===== config.mk =====
export PLATFORM = sky130hd
export DESIGN_NAME = counter_cycle_arbiter
export DESIGN_NICKNAME = d
export VERILOG_FILES = /design/src/rtl/counter_cycle_arbiter.sv
export SDC_FILE = /design/constraint.sdc
export NUM_CORES = 1
export LEC_CHECK = 0
export BUFFER_PORTS_ARGS = -buffer_cell sky130_fd_sc_hd__buf_4
export CAP_MARGIN = 20
export CORE_ASPECT_RATIO = 2
export CORE_MARGIN = 5
export CORE_UTILIZATION = 40
export DETAILED_ROUTE_END_ITERATION = 6
export MAX_ROUTING_LAYER = met4
export PLACE_DENSITY = 0.8
export SLEW_MARGIN = 20
export SYNTH_ARGS = -nofsm -noshare
export SYNTH_HDL_FRONTEND = slang
export SYNTH_SLANG_ARGS = --single-unit

===== constraint.sdc =====
create_clock -name clock -period 2.85 [get_ports clock]
set_clock_uncertainty 0.2 [all_clocks]
set_input_delay 0.1425 -clock clock [delete_from_list [all_inputs] [get_ports clock]]
set_output_delay 0.1425 -clock clock [all_outputs]
set_load 0.01 [all_outputs]

===== src/rtl/counter_cycle_arbiter.sv =====
// Steals RAM cycles from Core to apply ones'-complement PINC/MINC to a bank of counter cells.
// Idle passes Core RAM ports through; servicing runs READ -> MODIFY -> WRITE with Core stalled.
module counter_cycle_arbiter #(
  parameter int unsigned         NUM_CTR    = 4,
  parameter logic [10:0]         CTR_BASE   = 11'o24,
  parameter logic [NUM_CTR-1:0]  CHAIN_MASK = 'b0001
) (
  input  logic               clock,
  input  logic               reset_n,
  input  logic [NUM_CTR-1:0] ctr_req,
  input  logic [NUM_CTR-1:0] ctr_minus,
  input  logic [10:0]        core_RAM_read_address,
  input  logic [10:0]        core_RAM_write_address,
  input  logic [14:0]        core_RAM_write_data,
  input  logic               core_RAM_write_en,
  input  logic [14:0]        RAM_read_data,
  output logic [10:0]        RAM_read_address,
  output logic [10:0]        RAM_write_address,
  output logic [14:0]        RAM_write_data,
  output logic               RAM_write_en,
  output logic               core_stall,
  output logic [NUM_CTR-1:0] ovf_pulse,
  output logic               req_dropped,
  output logic [NUM_CTR-1:0] pending
);

  localparam int unsigned SEL_W = (NUM_CTR > 1) ? $clog2(NUM_CTR) : 1;

  typedef enum logic [1:0] {S_IDLE, S_READ, S_MODIFY, S_WRITE} state_t;

  state_t             state_q, state_d;
  logic [NUM_CTR-1:0] pending_q, pending_d;
  logic [NUM_CTR-1:0] dir_q, dir_d;
  logic [NUM_CTR-1:0] ovf_pulse_q, ovf_pulse_d;
  logic [SEL_W-1:0]   sel_q, sel_d;
  logic [14:0]        result_q, result_d;
  logic               ovf_q, ovf_d;
  logic               req_dropped_q, req_dropped_d;

  logic [10:0]        ctr_addr;
  logic [NUM_CTR-1:0] sel_onehot;
  logic [NUM_CTR-1:0] clr_vec;
  logic [NUM_CTR-1:0] chain_vec;
  logic               commit;
  logic               collide;
  logic [14:0]        inc_val;
  logic               inc_ovf;

  function automatic logic [SEL_W-1:0] first_set(input logic [NUM_CTR-1:0] v);
    first_set = '0;
    for (int i = NUM_CTR - 1; i >= 0; i--) begin
      if (v[i]) first_set = SEL_W'(i);
    end
  endfunction

  genvar gi;
  generate
    for (gi = 0; gi < NUM_CTR; gi++) begin : g_onehot
      assign sel_onehot[gi] = (sel_q == SEL_W'(gi));
    end
  endgenerate

  assign ctr_addr  = CTR_BASE + 11'(sel_q);
  assign collide   = core_RAM_write_en && (core_RAM_write_address == ctr_addr);
  // A WRITE-state cycle commits only when Core is not using the write port.
  assign commit    = (state_q == S_WRITE) && !core_RAM_write_en;
  assign clr_vec   = commit ? sel_onehot : '0;
  // Overflow of the top counter shifts out, so its mask bit has no effect.
  assign chain_vec = (commit && ovf_q) ? ((sel_onehot & CHAIN_MASK) << 1) : '0;

  always_comb begin
    inc_val = RAM_read_data;
    inc_ovf = 1'b0;
    if (dir_q[sel_q]) begin
      if (RAM_read_data == 15'o40000) begin
        inc_val = 15'o77777;
        inc_ovf = 1'b1;
      end else if (RAM_read_data == 15'o00000) begin
        inc_val = 15'o77776;
      end else begin
        inc_val = RAM_read_data - 15'd1;
      end
    end else begin
      if (RAM_read_data == 15'o37777) begin
        inc_val = 15'o00000;
        inc_ovf = 1'b1;
      end else if (RAM_read_data == 15'o77777) begin
        inc_val = 15'o00001;
      end else begin
        inc_val = RAM_read_data + 15'd1;
      end
    end
  end

  always_comb begin
    pending_d     = pending_q & ~clr_vec;
    dir_d         = dir_q;
    ovf_pulse_d   = (commit && ovf_q) ? sel_onehot : '0;
    req_dropped_d = 1'b0;
    for (int i = 0; i < NUM_CTR; i++) begin
      // A request landing on the edge its counter is cleared re-arms it.
      if (ctr_req[i]) begin
        if (pending_q[i] && !clr_vec[i]) begin
          req_dropped_d = 1'b1;
        end else begin
          pending_d[i] = 1'b1;
          dir_d[i]     = ctr_minus[i];
        end
      end
      if (chain_vec[i]) begin
        if (pending_q[i] || ctr_req[i]) begin
          req_dropped_d = 1'b1;
        end else begin
          pending_d[i] = 1'b1;
          dir_d[i]     = 1'b0;
        end
      end
    end
  end

  always_comb begin
    state_d           = state_q;
    sel_d             = sel_q;
    result_d          = result_q;
    ovf_d             = ovf_q;
    RAM_read_address  = core_RAM_read_address;
    RAM_write_address = core_RAM_write_address;
    RAM_write_data    = core_RAM_write_data;
    RAM_write_en      = core_RAM_write_en;
    core_stall        = 1'b1;
    case (state_q)
      S_IDLE: begin
        core_stall = 1'b0;
        if (|pending_q) state_d = S_READ;
      end
      S_READ: begin
        RAM_read_address = ctr_addr;
        state_d          = S_MODIFY;
      end
      S_MODIFY: begin
        result_d = inc_val;
        ovf_d    = inc_ovf;
        state_d  = collide ? S_READ : S_WRITE;
      end
      S_WRITE: begin
        if (collide) begin
          state_d = S_READ;
        end else if (commit) begin
          RAM_write_address = ctr_addr;
          RAM_write_data    = result_q;
          RAM_write_en      = 1'b1;
          state_d           = (|pending_d) ? S_READ : S_IDLE;
        end
      end
      default: state_d = S_IDLE;
    endcase
    if (state_d == S_READ) sel_d = first_set(pending_d);
  end

  always_ff @(posedge clock or negedge reset_n) begin
    if (!reset_n) begin
      state_q       <= S_IDLE;
      pending_q     <= '0;
      dir_q         <= '0;
      sel_q         <= '0;
      result_q      <= '0;
      ovf_q         <= 1'b0;
      ovf_pulse_q   <= '0;
      req_dropped_q <= 1'b0;
    end else begin
      state_q       <= state_d;
      pending_q     <= pending_d;
      dir_q         <= dir_d;
      sel_q         <= sel_d;
      result_q      <= result_d;
      ovf_q         <= ovf_d;
      ovf_pulse_q   <= ovf_pulse_d;
      req_dropped_q <= req_dropped_d;
    end
  end

  assign pending     = pending_q;
  assign ovf_pulse   = ovf_pulse_q;
  assign req_dropped = req_dropped_q;

endmodule


; ---- Yosys cells after proc, flatten, opt, wreduce, memory -nomap -nowiden
; Index checks and enable logic that the tools add are counted.
[op_classes]
addsub = 3
n_lt_le_gt_ge = 1
eq_ne = 11
muxes = 82
n_bitwise = 2
n_reduce_logical = 21
[ops]
columns = cell, count
row1 = 2-to-1 mux 15 bit, 8
row2 = 2-to-1 mux 1 bit, 57
row3 = 2-to-1 mux 11 bit, 4
row4 = "== test 15 bit, second input constant", 2
row5 = 2-to-1 mux 2 bit, 9
row6 = "adder 15 x 1 -> 15 bit, second input constant", 1
row7 = "== test 15 x 14 -> 1 bit, second input constant", 1
row8 = logical NOT 15 bit, 1
row9 = "subtractor 15 x 1 -> 15 bit, second input constant", 1
row10 = == test 11 x 6 -> 1 bit, 1
row11 = "== test 2 bit, second input constant", 4
row12 = 2-to-1 mux 4 bit, 2
row13 = one-hot mux 2 bit (4 select lines), 1
row14 = OR reduction 4 bit, 2
row15 = logical AND 1 bit, 7
row16 = "adder 5 x 2 -> 6 bit, first input constant", 1
row17 = "== test 2 x 1 -> 1 bit, second input constant", 3
row18 = logical NOT 1 bit, 5
row19 = bitwise AND 4 bit, 1
row20 = logical NOT 2 bit, 2
row21 = logical OR 1 bit, 4
row22 = NOT 4 bit, 1
row23 = "< comparator 2 x 3 -> 1 bit, second input constant", 1
row24 = binary-select mux 1 bit (select 2 bit), 1
[word_totals]
register_bits = 33
in_bits = 63
output_inout_bits = 48
word_cells = 128

; ---- Longest topological paths before layout
; Gate-level depths: netlist (run 1).
[depth]
depth_word = 21
mapped_depth = 8
mapped_depth_nobuf = 6

; ---- Worst setup path after synthesis (run 1)
; No wires, ideal clock.
[synth_timing]
path_kind = flip-flop to flip-flop
from = register sel_q[1]
to = register sel_q[0]
setup_ns = 0.125
t_arrival_ns = 1.803
required_time_ns = 2.525
setup_slack_ns = 0.723
stages_incl_launch_ff = 8
path_buffers = 1
period_less_slack_ns = 2.127
path_cell_list = dfrtp_1 > buf_2 > and4bb_2 > nand2_1 > o2bb2ai_1 > inv_1 > o31ai_2 > mux2_2
[synth_via]
elab_chain_cells = 14
word_cells_on_any_way = 46
cone_classes = add/sub: 1 / eq/ne: 5 / mux: 27 / bitwise: 2 / reduce/logical: 11
[synth_lines]
columns = element, line_no
row1 = "start, declared", 35  ; logic [SEL_W-1:0] sel_q, sel_d;
row2 = "start signal, assigned", 174  ; sel_q <= sel_d;
row3 = == test 2 x 1 -> 1 bit, 59  ; assign sel_onehot[gi] = (sel_q == SEL_W'(gi));
row4 = 2-to-1 mux 4 bit, 67  ; assign clr_vec = commit ? sel_onehot : '0;
row5 = NOT 4 bit / logical NOT 1 bit (equally long branches), "96, 103"
row6 = bitwise AND 4 bit / logical AND 1 bit (equally long branches), "96, 103"
row7 = 2-to-1 mux 1 bit, 103  ; if (pending_q[i] && !clr_vec[i]) begin
row8 = 2-to-1 mux 1 bit, 102  ; if (ctr_req[i]) begin
row9 = 2-to-1 mux 1 bit, 111  ; if (pending_q[i] || ctr_req[i]) begin
row10 = 2-to-1 mux 1 bit *, 110  ; if (chain_vec[i]) begin
row11 = net pending_d[1], 32  ; logic [NUM_CTR-1:0] pending_q, pending_d;
row12 = OR reduction 4 bit, 152  ; state_d = (|pending_d) ? S_READ : S_IDLE;
row13 = 2-to-1 mux 1 bit, 152
row14 = 2-to-1 mux 2 bit, 148  ; end else if (commit) begin
row15 = 2-to-1 mux 2 bit, 146  ; if (collide) begin
row16 = one-hot mux 2 bit (4 select lines), 131  ; case (state_q)
row17 = == test 2 x 1 -> 1 bit, 157  ; if (state_d == S_READ) sel_d = first_set(pending_d);
; Mark *: on every way through the listed nets, which the timed path passes. The rest lies on a longest branch.
; A chain may end at the register's enable or synchronous reset.

; ---- Worst setup path after layout (run 1)
[layout_timing]
from = register sel_q[0]
to = register result_q[0]
[layout_via]
elab_chain_cells = 3
[layout_lines]
columns = element, line_no
row1 = binary-select mux 1 bit (select 2 bit), 74  ; if (dir_q[sel_q]) begin
row2 = 2-to-1 mux 1 bit (implied by the code), 74
row3 = 2-to-1 mux 15 bit, 74
row4 = "end signal, assigned", 175  ; result_q <= result_d;
row5 = "end, declared", 36  ; logic [14:0] result_q, result_d;
; Every way passes these cells. The select of a mux whose other input is x is not followed.

==> impl_metrics.csv, run 1 <==
group,metric,value,unit
detailed_routing,dr.first_iter.drc_count,133,
global_routing,grt_use_met2,0.404,
worst_setup_path,end_kind,"register",
sta,fin_tns_setup,0,ps
detailed_routing,first_pass_iters,4,
synthesis,postSynth.asyncResetShare,1.00,
sta,setup_viol,0,
status,outcome,"finished clean",
power,vdd_drop_max,0.396,mV
sta,max_freq,368,MHz
synthesis,synth_seq_cells,33,
worst_setup_path,critPathLaunchType,"register",
detailed_routing,drt_drc_violations_left,0,
final_layout,seqCellArea,828,um2
final_layout,multi_input_area,1530,um2
global_routing,grt_max_degree,34,
global_routing,grt_overflow,0,
global_routing,top_usage_layer,"met2",
worst_setup_path,arrival,2670,ps
global_routing,grt_pass1_wl,12500,um
cts,cts_root_buffer,"clkbuf_16",
worst_setup_path,critPathMaxFanout,6,
final_layout,nFillCells,530,
placed_design,gp_congestion,0.979,
worst_setup_path,crit_type,"register to register",
cts,cts.htree.levels,2,
floorplanning,die_h,121,um
placed_design,dp.cells,453,
global_routing,use_met3,0.0278,
final_layout,drive_gt1_frac,0.394,
cts,cts_tree,"yes",
sta,slew_headroom,0.419,
floorplanning,io_pins,111,
synthesis,yosysWarningCount,0,
cts,cts_sinks,33,
synthesis,synth_area,2460,um2
worst_setup_path,required,2810,ps
sta,tightest_slew,863,ps
sta,fin_crit_sh,0.953,
sta,worst_hold_slack,10.8,ps
placed_design,dpl.hpwl,6490,um
cts,clk_latency,280,ps
synthesis,syn_area_per_cell,8.42,um2
sta,rsz0062_at_grt,"no",
final_layout,synthToLayoutAreaGrowth,51.0,%
global_routing,antenna_found_initial,0,
floorplanning,die_w,65.4,um
sta,hold_viol,0,
final_layout,diodes,0,
cts,clock_path_buffers,2,
synthesis,yosysSeqAreaShare,0.336,
cts,clk_pin_slew,60,ps
floorplanning,die_area,7910,um2
detailed_routing,routed_wl,8510,um
cts,cts-buffers-inserted,5,
sta,period_needed,2720,ps
global_routing,grt_usage,0.211,
global_routing,grt_pass1_vias,2653,
floorplanning,core-area,6010,um2
power,powerDensity,812,nW/um2
detailed_routing,post_drt_via_cell_ratio,5.71,
final_layout,final_core_util,0.618,
synthesis,syn-num-nets,357,
floorplanning,initial_core_util,0.409,
final_layout,finish.net_count,480,
placed_design,portBuffers,110,
sta,slew_viol_final,0,
min_path,hp-class,"input pin to register",
power,leakage,0.00164,uW
detailed_routing,wl_per_cell,17.8,um
synthesis,synth_edf_count,0,
synthesis,post_synth_num_cell_types,51,
floorplanning,core.rowCount,40,
synthesis,synth_cells,292,
job,cap_violations,0,
global_routing,grtUsageMet1,0.188,
detailed_routing,via_count,2736,
synthesis,synth-main-ff-cell,"dfrtp_1",
detailed_routing,antenna_left,0,
final_layout,stdcell_count,479,
worst max-delay path: stages (launching register included):
cell and delay [ps]:
dfrtp_2 410, mux4_2 620, or3_1 420, nor2_1 160, or3_1 130, a31oi_1 70, dlygate4sd3_1 600
final timing paths:
path	end	from	slack (ps)	cells past startpoint
worst max-delay path	result_q[0]	sel_q[0]	130	6
worst min-delay path	result_q[10]	RAM_read_data[10]	10	3
worst max register to register	result_q[0]	sel_q[0]	130	6
worst min register to register	result_q[6]	result_q[6]	270	2
max in group asynchronous	sel_q[1]	reset_n	1970	2
min in group asynchronous	ovf_pulse[2]	reset_n	160	2
cell families (layout without fill, tap and decap cells):
kind of cell / after synthesis / after routing / share of synthesized area
fa+ha+maj: 2 / 2 / 0.0102
simple gates: 128 / 128 / 0.274
mux: 24 / 25 / 0.114
flops: 33 / 33 / 0.336
xor+xnor: 13 / 13 / 0.0463
buf+inv: 32 / 155 / 0.0529
compound gates: 60 / 60 / 0.166
flip-flops by register name, summed over array words and instances (netlist names):
register,flops
result_q,15
dir_q,4
ovf_pulse,4
pending,4
sel_q,2
state_q,2
ovf_q,1
req_dropped,1
Yosys cell counts (all sizes together) (9+ instances only):
library cell / count / area, um2
dfrtp: 33 / 826
nor3: 9 / 45.0
buf: 9 / 43.8
nor4: 10 / 68.8
nand2: 28 / 105
a21oi: 14 / 70.1
o31ai: 10 / 80.1
o21ai: 11 / 55.1
inv: 13 / 48.8
and2: 14 / 87.6
mux2: 22 / 248
clkbuf: 10 / 37.5
nand3: 10 / 50.1
nor2: 26 / 97.6
nand2b: 9 / 56.3
metal layers:
| metal | part of all wire | routed length [um] |
|---|---|---|
| met4 | 0.043 | 365 |
| met2 | 0.58 | 4930 |
| met3 | 0.059 | 500 |
| met5 | 0 | 0 |
| met1 | 0.32 | 2720 |
layout make-up:
cell class,instances,area share
Clock buffer,5,0.0337
Clock inverter,3,0.0175
Inverter,13,0.0131
Multi-Input combinational cell,228,0.412
Sequential cell,33,0.223
Tap cell,63,0.0212
Timing Repair Buffer,134,0.279
placed cells by master, fill, tap and decap left out, types with 3 or more instances in the layout:
master         instances
nor3_1                 9
a21oi_1               14
xnor2_1                8
nor4_1                 9
nand2_1               28
o21ai_0               10
mux2_2                22
inv_1                 13
nand3_1               10
o32ai_1                3
nand4_1                5
dlygate4sd3_1         12
clkbuf_16              5
buf_4                122
xor2_1                 5
and2_1                14
nor2_1                25
or3_1                  3
dfrtp_1               31
a211oi_1               3
nand2b_1               9
o31ai_1                9
what timing repair did:
action,in CTS,in global routing
resized for setup,0,3
hold buffers,12,0
buffers inserted,0,5
endpoints found under the hold margin,43,0
setup endpoints to repair,0,1
metrics by stage:
step | area (um2) | setup WS [ps] | total power (uW)
3_5_place_dp | 3330 | 489 | 2150
2_1_floorplan | 2460 | 723 | 1600
5_1_grt | 3710 | 17.4 | 3180
4_1_cts | 3640 | 25.0 | 2880
3_3_place_gp | 3330 | 527 | 2110
6_report | 3710 | 135 | 3010
power by group:
group	internal (uW)	switching (uW)	total (uW)
Sequential	642	147	789
Combinational	744	783	1530
Clock	499	200	699
Total	1890	1130	3010
Note: power is estimated with default switching activity, not from simulation.
==> inputs of run 2 (changes only) <==
--- a/config.mk
+++ b/config.mk
@@ -11,8 +11,9 @@
 export CORE_MARGIN = 5
 export CORE_UTILIZATION = 40
 export DETAILED_ROUTE_END_ITERATION = 6
+export GPL_TIMING_DRIVEN = 0
 export MAX_ROUTING_LAYER = met4
-export PLACE_DENSITY = 0.8
+export PLACE_DENSITY = 0.7
 export SLEW_MARGIN = 20
 export SYNTH_ARGS = -nofsm -noshare
 export SYNTH_HDL_FRONTEND = slang
==> run 2 against run 1 <==
  * Global-route usage grew 1.4 points
  * Power shrank 5.8%
  * First-iteration DRC count decreased by 11%
  * Sequential share of layout area up 0.62 points
  * Final area is 3.0% lower
==> impl_metrics.csv, run 2 (same netlist as run 1, synthesis figures left out) <==
group,metric,value,unit
status,outcome,"finished clean",
detailed_routing,dr.first_iter.drc_count,119,
floorplanning,core-area,6010,um2
sta,fin_crit_sh,0.934,
worst_setup_path,r2r_setup_slack,190,ps
floorplanning,die_h,121,um
final_layout,stdcell_count,478,
global_routing,grt_pass1_wl,13400,um
final_layout,drive_gt1_frac,0.364,
sta,fin_tns_setup,0,ps
min_path,hold_start,"ctr_req[0]",
floorplanning,die_area,7910,um2
final_layout,final_cell_mix,"buf_4, dfrtp_1, nand2_1",
sta,period_needed,2660,ps
worst_setup_path,reg2reg_depth,6,
sta,rsz0062_at_grt,"no",
worst_setup_path,crit_type,"register to register",
detailed_routing,routed_wl,8330,um
cts,cts_sinks,33,
floorplanning,core.rowCount,40,
power,powerDensity,789,nW/um2
sta,setup_viol,0,
detailed_routing,wl_met1,2820,um
sta,worst_slack,190,ps
power,leakage,0.00158,uW
global_routing,antenna_found_initial,0,
sta,hold_viol,0,
sta,slew_viol_final,0,
cts,clk_latency,280,ps
placed_design,dp.cells,459,
final_layout,final_core_util,0.600,
placed_design,gp_congestion,0.917,
final_layout,largest_register,"result_q",
detailed_routing,antenna_left,0,
cts,cts_tree,"yes",
cts,clock_path_buffers,2,
sta,worst_hold_slack,7.45,ps
global_routing,grt_usage,0.225,
worst_setup_path,critPathLaunchType,"register",
detailed_routing,first_pass_iters,4,
sta,tightest_slew,836,ps
worst_setup_path,arrival,2630,ps
detailed_routing,topRoutingLayerUsed,"met4",
final_layout,synthToLayoutAreaGrowth,46.5,%
worst_setup_path,critPathMaxFanout,4,
detailed_routing,routed-wl-met3,333,um
worst_setup_path,reg2reg_from,"sel_q[0]",
placed_design,pre_cts_ws,301,ps
floorplanning,die_w,65.4,um
detailed_routing,via_count,2669,
sta,max_freq,376,MHz
min_path,hold_end,"dir_q[0]",
worst_setup_path,r2r-end,"result_q[0]",
final_layout,diodes,0,
cts,cts.htree.levels,2,
detailed_routing,wl_per_cell,17.4,um
floorplanning,initial_core_util,0.409,
power,vdd_drop_max,0.442,mV
cts,post_cts_buffers,0,
sta,slew_headroom,0.437,
detailed_routing,wl_met2,4890,um
global_routing,grt_overflow,0,
detailed_routing,drt_drc_violations_left,0,
worst_setup_path,end_kind,"register",
detailed_routing,post_drt_via_cell_ratio,5.58,
final_layout,largest_register_ffs,15,
placed_design,portBuffers,104,
final_layout,finish.net_count,479,
min_path,hp-class,"input pin to register",
floorplanning,io_pins,111,
worst_setup_path,required,2820,ps
final_layout,final_common_cell,"buf_4",
global_routing,grt_pass1_vias,2837,
cts,cts-buffers-inserted,5,
cts,clk_pin_slew,60,ps
placed_design,dpl.hpwl,6680,um
global_routing,grt_max_degree,34,
cts,cts_root_buffer,"clkbuf_16",
min_path,hold_depth,3,
job,cap_violations,0,
-- run 2: changes by cell type in the layout (fill, tap and decap cells not counted), moves of 2 or more --
cell      before  now
clkbuf_1       0   11
buf_4        122  104
dfrtp_1       31   33
buf_2          0    8
dfrtp_2        2    0
-- run 2: per-layer routing --
layer,track usage,vias to the layer above
li1,-,1291
met1,0.210,1262
met2,0.424,96
met3,0.0297,20
met4,0.126,0
met5,-,-
-- run 2: per-stage QoR --
| stage | instance area, um2 | power [uW] |
|---|---|---|
| floorplan | 2460 | 1600 |
| global placement | 3320 | 2180 |
| detailed placement | 3320 | 2200 |
| CTS | 3600 | 2870 |
| global route | 3600 | 3040 |
| finish | 3600 | 2840 |
-- run 2: timing repair --
item                       4_1_cts  5_1_grt
resized for setup                0        1
hold buffers                    11        0
hold endpoints to repair        43        0
setup endpoints to repair        0        7
-- run 2: cell type report --
cell class	instances	area (um2)
plain buffers	19	82.6
clock buffers	7	143
clock inverters	1	30.0
fillers	570	2400
inverters	13	48.8
multi-input cells	227	1500
flip-flops and latches	33	826
well taps	63	78.8
repair buffers	115	891
-- run 2: how the worst max path moves through the flow --
| stage | startpoint | endpoint | slack (ps) |
|---|---|---|---|
| 2_1_floorplan | sel_q[1] | sel_q[0] | 720 |
| 3_3_place_gp | state_q[0] | RAM_write_address[0] | 320 |
| 3_5_place_dp | state_q[0] | RAM_write_address[0] | 300 |
| 4_1_cts | state_q[0] | RAM_write_address[0] | 1 |
| 5_1_grt | RAM_read_data[12] | result_q[0] | 30 |
| 6_report | sel_q[0] | result_q[0] | 190 |
-- run 2: power by group --
group	internal [uW]	total (uW)	switching (uW)
Combinational	680	1460	785
Sequential	641	743	102
Clock	437	633	197
Total	1760	2840	1080
-- run 2: worst max-delay path, cell delays in order (launching register included) --
cell and delay, ps:
dfrtp_1 390, mux4_2 590, or3_1 420, nor2_1 170
or3_1 130, a31oi_1 70, dlygate4sd3_1 570
